## src/rtl/score_disp_sched.sv

```systemverilog
// Purpose: two-source (player/dealer) scheduler for a 2-digit 7-seg path; binary->BCD by repeated subtraction.
// Latency: a score load sampled in IDLE at edge 0 shows its digits at edge 2+floor(v/10), at most edge 5.
// Backpressure: none; loads always land in their score register, and BUSY only reports an active conversion.
// Optional bust blink (shown value > 21) is enabled by defining SCORE_BLINK_EN.
module score_disp_sched #(
  parameter int HOLD_TICKS  = 8,
  parameter int BLINK_TICKS = 4
) (
  input  logic       CLK,
  input  logic       RST_N,
  input  logic       TICK,
  input  logic       P_LD,
  input  logic [4:0] P_SCORE,
  input  logic       D_LD,
  input  logic [4:0] D_SCORE,
  input  logic       CLR,
  output logic [1:0] DIGIT_H,
  output logic [3:0] DIGIT_L,
  output logic       OFF,
  output logic       SRC,
  output logic       BUSY
);

  // Reject parameter values that would make the counters meaningless.
  if (HOLD_TICKS < 1 || BLINK_TICKS < 1) begin : g_param_chk
    $error("score_disp_sched: HOLD_TICKS and BLINK_TICKS must both be >= 1");
  end

  localparam int HOLD_W = (HOLD_TICKS > 1) ? $clog2(HOLD_TICKS) : 1;
  localparam logic [HOLD_W-1:0] HOLD_LAST = HOLD_W'(HOLD_TICKS - 1);

  typedef enum logic [1:0] {
    IDLE = 2'd0,
    LOAD = 2'd1,
    CONV = 2'd2,
    SHOW = 2'd3
  } state_t;

  state_t state;
  state_t state_nxt;

  // Latched scores and their valid flags.
  logic [4:0] p_reg;
  logic [4:0] d_reg;
  logic       p_vld;
  logic       d_vld;

  // Conversion datapath: remainder and tens count during repeated subtraction.
  logic [4:0] rem;
  logic [1:0] tens;

  logic [HOLD_W-1:0] hold_cnt;

  // Views that include a load strobe arriving in the current cycle, so a
  // load sampled in IDLE starts the conversion at the very next edge and a
  // same-cycle load is never missed by the source selection.
  logic       p_vld_eff;
  logic       d_vld_eff;
  logic [4:0] p_val_eff;
  logic [4:0] d_val_eff;
  logic [4:0] sel_val;
  logic       reload_shown;
  logic       other_vld;
  logic       hold_done;
  logic       conv_done;

  assign p_vld_eff    = p_vld | P_LD;
  assign d_vld_eff    = d_vld | D_LD;
  assign p_val_eff    = P_LD ? P_SCORE : p_reg;
  assign d_val_eff    = D_LD ? D_SCORE : d_reg;
  assign sel_val      = SRC ? d_val_eff : p_val_eff;
  assign reload_shown = SRC ? D_LD : P_LD;
  assign other_vld    = SRC ? p_vld_eff : d_vld_eff;
  assign hold_done    = TICK && (hold_cnt == HOLD_LAST);
  assign conv_done    = (rem < 5'd10);

`ifdef SCORE_BLINK_EN
  localparam int BLINK_W = (BLINK_TICKS > 1) ? $clog2(BLINK_TICKS) : 1;
  localparam logic [BLINK_W-1:0] BLINK_LAST = BLINK_W'(BLINK_TICKS - 1);

  logic [BLINK_W-1:0] blink_cnt;
  logic               bust;

  // The displayed value exceeds 21 exactly when tens is 3, or tens is 2 with units above 1.
  assign bust = (DIGIT_H == 2'd3) || ((DIGIT_H == 2'd2) && (DIGIT_L > 4'd1));
`endif

  // State register; reset and CLR both force IDLE.
  always_ff @(posedge CLK) begin
    if (!RST_N || CLR) begin
      state <= IDLE;
    end else begin
      state <= state_nxt;
    end
  end

  // Next-state logic. A reload of the shown source wins over hold expiry and
  // restarts a conversion in flight so stale digits are never presented.
  always_comb begin
    state_nxt = state;
    case (state)
      IDLE: begin
        if (p_vld_eff || d_vld_eff) begin
          state_nxt = LOAD;
        end
      end
      LOAD: begin
        state_nxt = CONV;
      end
      CONV: begin
        if (reload_shown) begin
          state_nxt = LOAD;
        end else if (conv_done) begin
          state_nxt = SHOW;
        end
      end
      SHOW: begin
        if (reload_shown) begin
          state_nxt = LOAD;
        end else if (hold_done && other_vld) begin
          state_nxt = LOAD;
        end
      end
      default: begin
        state_nxt = IDLE;
      end
    endcase
  end

  // Score registers: a load strobe always captures, CLR outranks it.
  always_ff @(posedge CLK) begin
    if (!RST_N || CLR) begin
      p_reg <= 5'd0;
      p_vld <= 1'b0;
      d_reg <= 5'd0;
      d_vld <= 1'b0;
    end else begin
      if (P_LD) begin
        p_reg <= P_SCORE;
        p_vld <= 1'b1;
      end
      if (D_LD) begin
        d_reg <= D_SCORE;
        d_vld <= 1'b1;
      end
    end
  end

  // Conversion datapath and registered display outputs; digits and OFF only
  // change when a conversion completes, so LOAD/CONV keep the old picture.
  always_ff @(posedge CLK) begin
    if (!RST_N || CLR) begin
      rem     <= 5'd0;
      tens    <= 2'd0;
      DIGIT_H <= 2'd0;
      DIGIT_L <= 4'd0;
      OFF     <= 1'b1;
      SRC     <= 1'b0;
      BUSY    <= 1'b0;
    end else begin
      case (state)
        IDLE: begin
          OFF <= 1'b1;
          if (p_vld_eff) begin
            SRC <= 1'b0;
          end else if (d_vld_eff) begin
            SRC <= 1'b1;
          end
        end
        LOAD: begin
          rem  <= sel_val;
          tens <= 2'd0;
          BUSY <= 1'b1;
        end
        CONV: begin
          BUSY <= 1'b1;
          if (!reload_shown) begin
            if (conv_done) begin
              DIGIT_L <= rem[3:0];
              DIGIT_H <= tens;
              OFF     <= 1'b0;
              BUSY    <= 1'b0;
            end else begin
              rem  <= rem - 5'd10;
              tens <= tens + 2'd1;
            end
          end
        end
        SHOW: begin
          if (!reload_shown && hold_done && other_vld) begin
            SRC <= ~SRC;
          end
`ifdef SCORE_BLINK_EN
          if (!reload_shown && TICK && bust && (blink_cnt == BLINK_LAST)) begin
            OFF <= ~OFF;
          end
`endif
        end
        default: begin
          BUSY <= 1'b0;
        end
      endcase
    end
  end

  // Hold (and blink) timebase: counts TICKs only in SHOW, cleared as each new
  // picture is presented, held during LOAD/CONV.
  always_ff @(posedge CLK) begin
    if (!RST_N || CLR) begin
      hold_cnt <= '0;
    end else if (state == CONV && !reload_shown && conv_done) begin
      hold_cnt <= '0;
    end else if (state == SHOW && !reload_shown && TICK) begin
      if (hold_done) begin
        hold_cnt <= '0;
      end else begin
        hold_cnt <= hold_cnt + HOLD_W'(1);
      end
    end
  end

`ifdef SCORE_BLINK_EN
  // Blink half-period counter; only advances while a bust score is shown.
  always_ff @(posedge CLK) begin
    if (!RST_N || CLR) begin
      blink_cnt <= '0;
    end else if (state == CONV && !reload_shown && conv_done) begin
      blink_cnt <= '0;
    end else if (state == SHOW && !reload_shown && TICK && bust) begin
      if (blink_cnt == BLINK_LAST) begin
        blink_cnt <= '0;
      end else begin
        blink_cnt <= blink_cnt + BLINK_W'(1);
      end
    end
  end
`endif

endmodule

```

## config.mk

```make
export PLATFORM = sky130hd
export DESIGN_NAME = score_disp_sched
export DESIGN_NICKNAME = d
export VERILOG_FILES = /design/src/rtl/score_disp_sched.sv
export SDC_FILE = /design/constraint.sdc
export NUM_CORES = 1
export LEC_CHECK = 0
export BUFFER_PORTS_ARGS = -buffer_cell sky130_fd_sc_hd__buf_2
export CORE_ASPECT_RATIO = 1.2
export CORE_MARGIN = 8
export CORE_UTILIZATION = 55
export CTS_CLUSTER_SIZE = 16
export DETAILED_ROUTE_END_ITERATION = 8
export PLACE_DENSITY = 0.87
export SLEW_MARGIN = 20
export SYNTH_ARGS = -nofsm -noshare
export SYNTH_HDL_FRONTEND = slang
export SYNTH_SLANG_ARGS = --single-unit
```

## constraint.sdc

```tcl
create_clock -name CLK -period 2.1 [get_ports CLK]
set_input_delay 0.105 -clock CLK [delete_from_list [all_inputs] [get_ports CLK]]
set_output_delay 0.105 -clock CLK [all_outputs]
set_load 0.1 [all_outputs]
```

==> results.sh <==
export IMPL_grt_pass1_vias=1236
export IMPL_first_pass_iters=4
export IMPL_multi_input_area_um2=800.8
export IMPL_p_int_mw=0.8165
export IMPL_ys_ff_latch=33
export IMPL_cellPowerDensity_mw_per_mm2=651.6
export IMPL_cp_top_family="simple AND/OR/NAND/NOR gates"
export IMPL_cts_root_buf="clkbuf_4"
export IMPL_yosysUniqueCellTypes=34
export IMPL_post_cts_buffers=0
export IMPL_io_buffers=24
export IMPL_synthArstFlopShare_pct=0
export IMPL_final_cell_area_mm2=0.001707
export IMPL_grt_pass1_wl_mm=5.575
export IMPL_place_ws_ns=0.1660
export IMPL_ys_seq_area_share_pct=42.86
export IMPL_crit_fanout=12
export IMPL_die_w_um=64.33
export IMPL_finalWorstSetupSlack_ns=0.1315
export IMPL_p_leak_nw=0.7651
export IMPL_register_area_um2=661.9
export IMPL_routedWlPerCell_um=14.59
export IMPL_dieArea_mm2=0.004759
export IMPL_finalCritPeriodShare_pct=93.74
export IMPL_power_share_clock_pct=30.3
export IMPL_slew_headroom_pct=53.70
export IMPL_clk_path_buf_depth=2
export IMPL_cp_slowest_cell="or3_1"
export IMPL_crit_type="reg -> reg"
export IMPL_swShare_pct=26.58
export IMPL_vdd_drop_max_mv=0.5078
export IMPL_skew_ns=0.005523
export IMPL_netlist_instances=166
export IMPL_cts_tree="yes"
export IMPL_p_switching_mw=0.2956
export IMPL_final_cell_mix="dfxtp_1, nor2_1, buf_2, mux2i_1, nand2_1"
export IMPL_antenna_found_initial=0
export IMPL_hold_viol=0
export IMPL_dp_hpwl_mm=2.519
export IMPL_initial_utilization_pct=56.41
export IMPL_drt_iter0_drc=47
export IMPL_cts_sinks=33
export IMPL_critPathRequiredTime_ns=2.34
export IMPL_tightest_slew_ns=0.6945
export IMPL_htreeDepth=2
export IMPL_synth_ff_type="dfxtp_1"
export IMPL_cp_arrival_ns=2.20
export IMPL_critPathBufInv=0
export IMPL_drt_wl_total_mm=3.282
export IMPL_netlist_area_mm2=0.001541
export IMPL_finalSetupViolCount=0
export IMPL_ctsHoldBuffers=0
export IMPL_drive_above_1_share_pct=20.94
export IMPL_n_antenna_cell=0
export IMPL_seq_power_share_pct=58.4
export IMPL_boundaryPins=25
export IMPL_drv_cap=0
export IMPL_rsz0062_at_grt="false"
export IMPL_grt_max_degree=19
export IMPL_report_final_slew_viol_count=0
export IMPL_n_fill_cell=237
export IMPL_syn_area_per_cell_um2=9.286
export IMPL_critPathLaunchType="flop"
export IMPL_final_common_cell="dfxtp_1"
export IMPL_final_antenna_net_count=0
export IMPL_max_stage_delay_ns=0.54
export IMPL_clkTransAtPathRegs_ns=0.10
export IMPL_hold_class="in -> reg"
export IMPL_area_growth_pct=10.71
export IMPL_power_total_mw=1.112
export IMPL_synth_edf_count=0
export IMPL_cts_buffers_inserted=5
export IMPL_end_kind="flop"
export IMPL_r2r_slack_ns=0.13
export IMPL_cts_resized=0
export IMPL_die_h_um=73.99
export IMPL_core_mm2=0.002733
export IMPL_outcome="finished clean"
export IMPL_nNetsFinal=214
export IMPL_fmax_mhz=508.0
export IMPL_via_per_inst=5.582
export IMPL_rows=21
export IMPL_worst_skew_pair_late_latency_ns=0.34
export IMPL_setup_tns_ns=0
export IMPL_grt_overflow=0
export IMPL_syn_nets=190
export IMPL_gp_congestion=0.7950
export IMPL_pwr_share_comb_pct=11.2
export IMPL_crit_path_cell_trace="mux2i_4, nand2_2, or3_1, a221o_1"
export IMPL_vias=1256
export IMPL_yosys_warnings=0
export IMPL_fin_crit_ns=1.969
export IMPL_placed_cell_area_mm2=0.001655
export IMPL_drcViolationCount=0
export IMPL_track_usage_pct=14.87
==> worst paths after layout <==
check        startpoint  endpoint  depth (start not counted)
min reg2reg      rem[0]    rem[0]                          2
min          P_SCORE[4]  p_reg[4]                          3
max                 SRC       OFF                          4
max reg2reg         SRC       OFF                          4
==> per-stage QoR <==
step | hold WS, ns | cells | utilization (%)
final | 0.02679 | 225 | 62.45
after global routing | 0.03424 | 225 | 62.45
after CTS | 0.02197 | 225 | 62.45
after detailed placement | 0.3808 | 217 | 60.58
after global placement | 0.3708 | 217 | 60.58
after floorplan | 0.2663 | 166 | -
==> per-layer routing <==
metal  routed length, um  GRT usage, %
met5                   0             0
met4                  76         8.252
met3                 148         4.518
met2                1784         26.99
met1                1274         14.85
==> power by group through the flow <==
| stage | clock (mW) | combinational [mW] | sequential (mW) |
|---|---|---|---|
| after floorplan | 0 | 0.0847 | 0.672 |
| after global placement | 0 | 0.119 | 0.663 |
| after detailed placement | 0 | 0.124 | 0.664 |
| after CTS | 0.349 | 0.124 | 0.650 |
| after global routing | 0.375 | 0.138 | 0.652 |
| final | 0.337 | 0.125 | 0.650 |
==> Yosys cell counts (4+ instances only) <==
library cell	number	area share (%)
inv_1	6	1.5
mux2i_1	20	13
dfxtp_1	33	43
nand2_1	14	3.4
a21oi_1	6	1.9
o211ai_1	4	1.9
nor2_1	27	6.6
nand2b_1	4	1.6
o21ai_0	5	1.6
ha_1	8	6.5
==> logic make-up (layout without fill, tap and decap cells) <==
family                   count (synthesis)  in the layout  share of synthesized area [%]
AO/OA/AOI/OAI                           26             26                          10.96
XOR/XNOR                                 1              1                         0.5683
adder cells (fa/ha/maj)                  8              8                          6.494
buffers and inverters                   14             39                          5.194
flip-flops                              33             33                          42.86
multiplexers                            24             24                          16.64
AND/OR/NAND/NOR                         60             60                          17.29
==> worst min-delay path, stage by stage <==
cell and delay (ns):
buf_2 0.08, mux2i_1 0.07, nor2_1 0.08
==> final cells by class <==
| cell class | count | share of cell area [%] |
|---|---|---|
| clock inverter | 2 | 0.5865 |
| tap | 34 | 2.493 |
| inverter | 6 | 1.320 |
| timing repair buffer | 25 | 7.478 |
| sequential | 33 | 38.78 |
| multi-input combinational | 119 | 46.92 |
| clock buffer | 6 | 2.419 |
No activity file was read; power rests on OpenSTA's default activity.
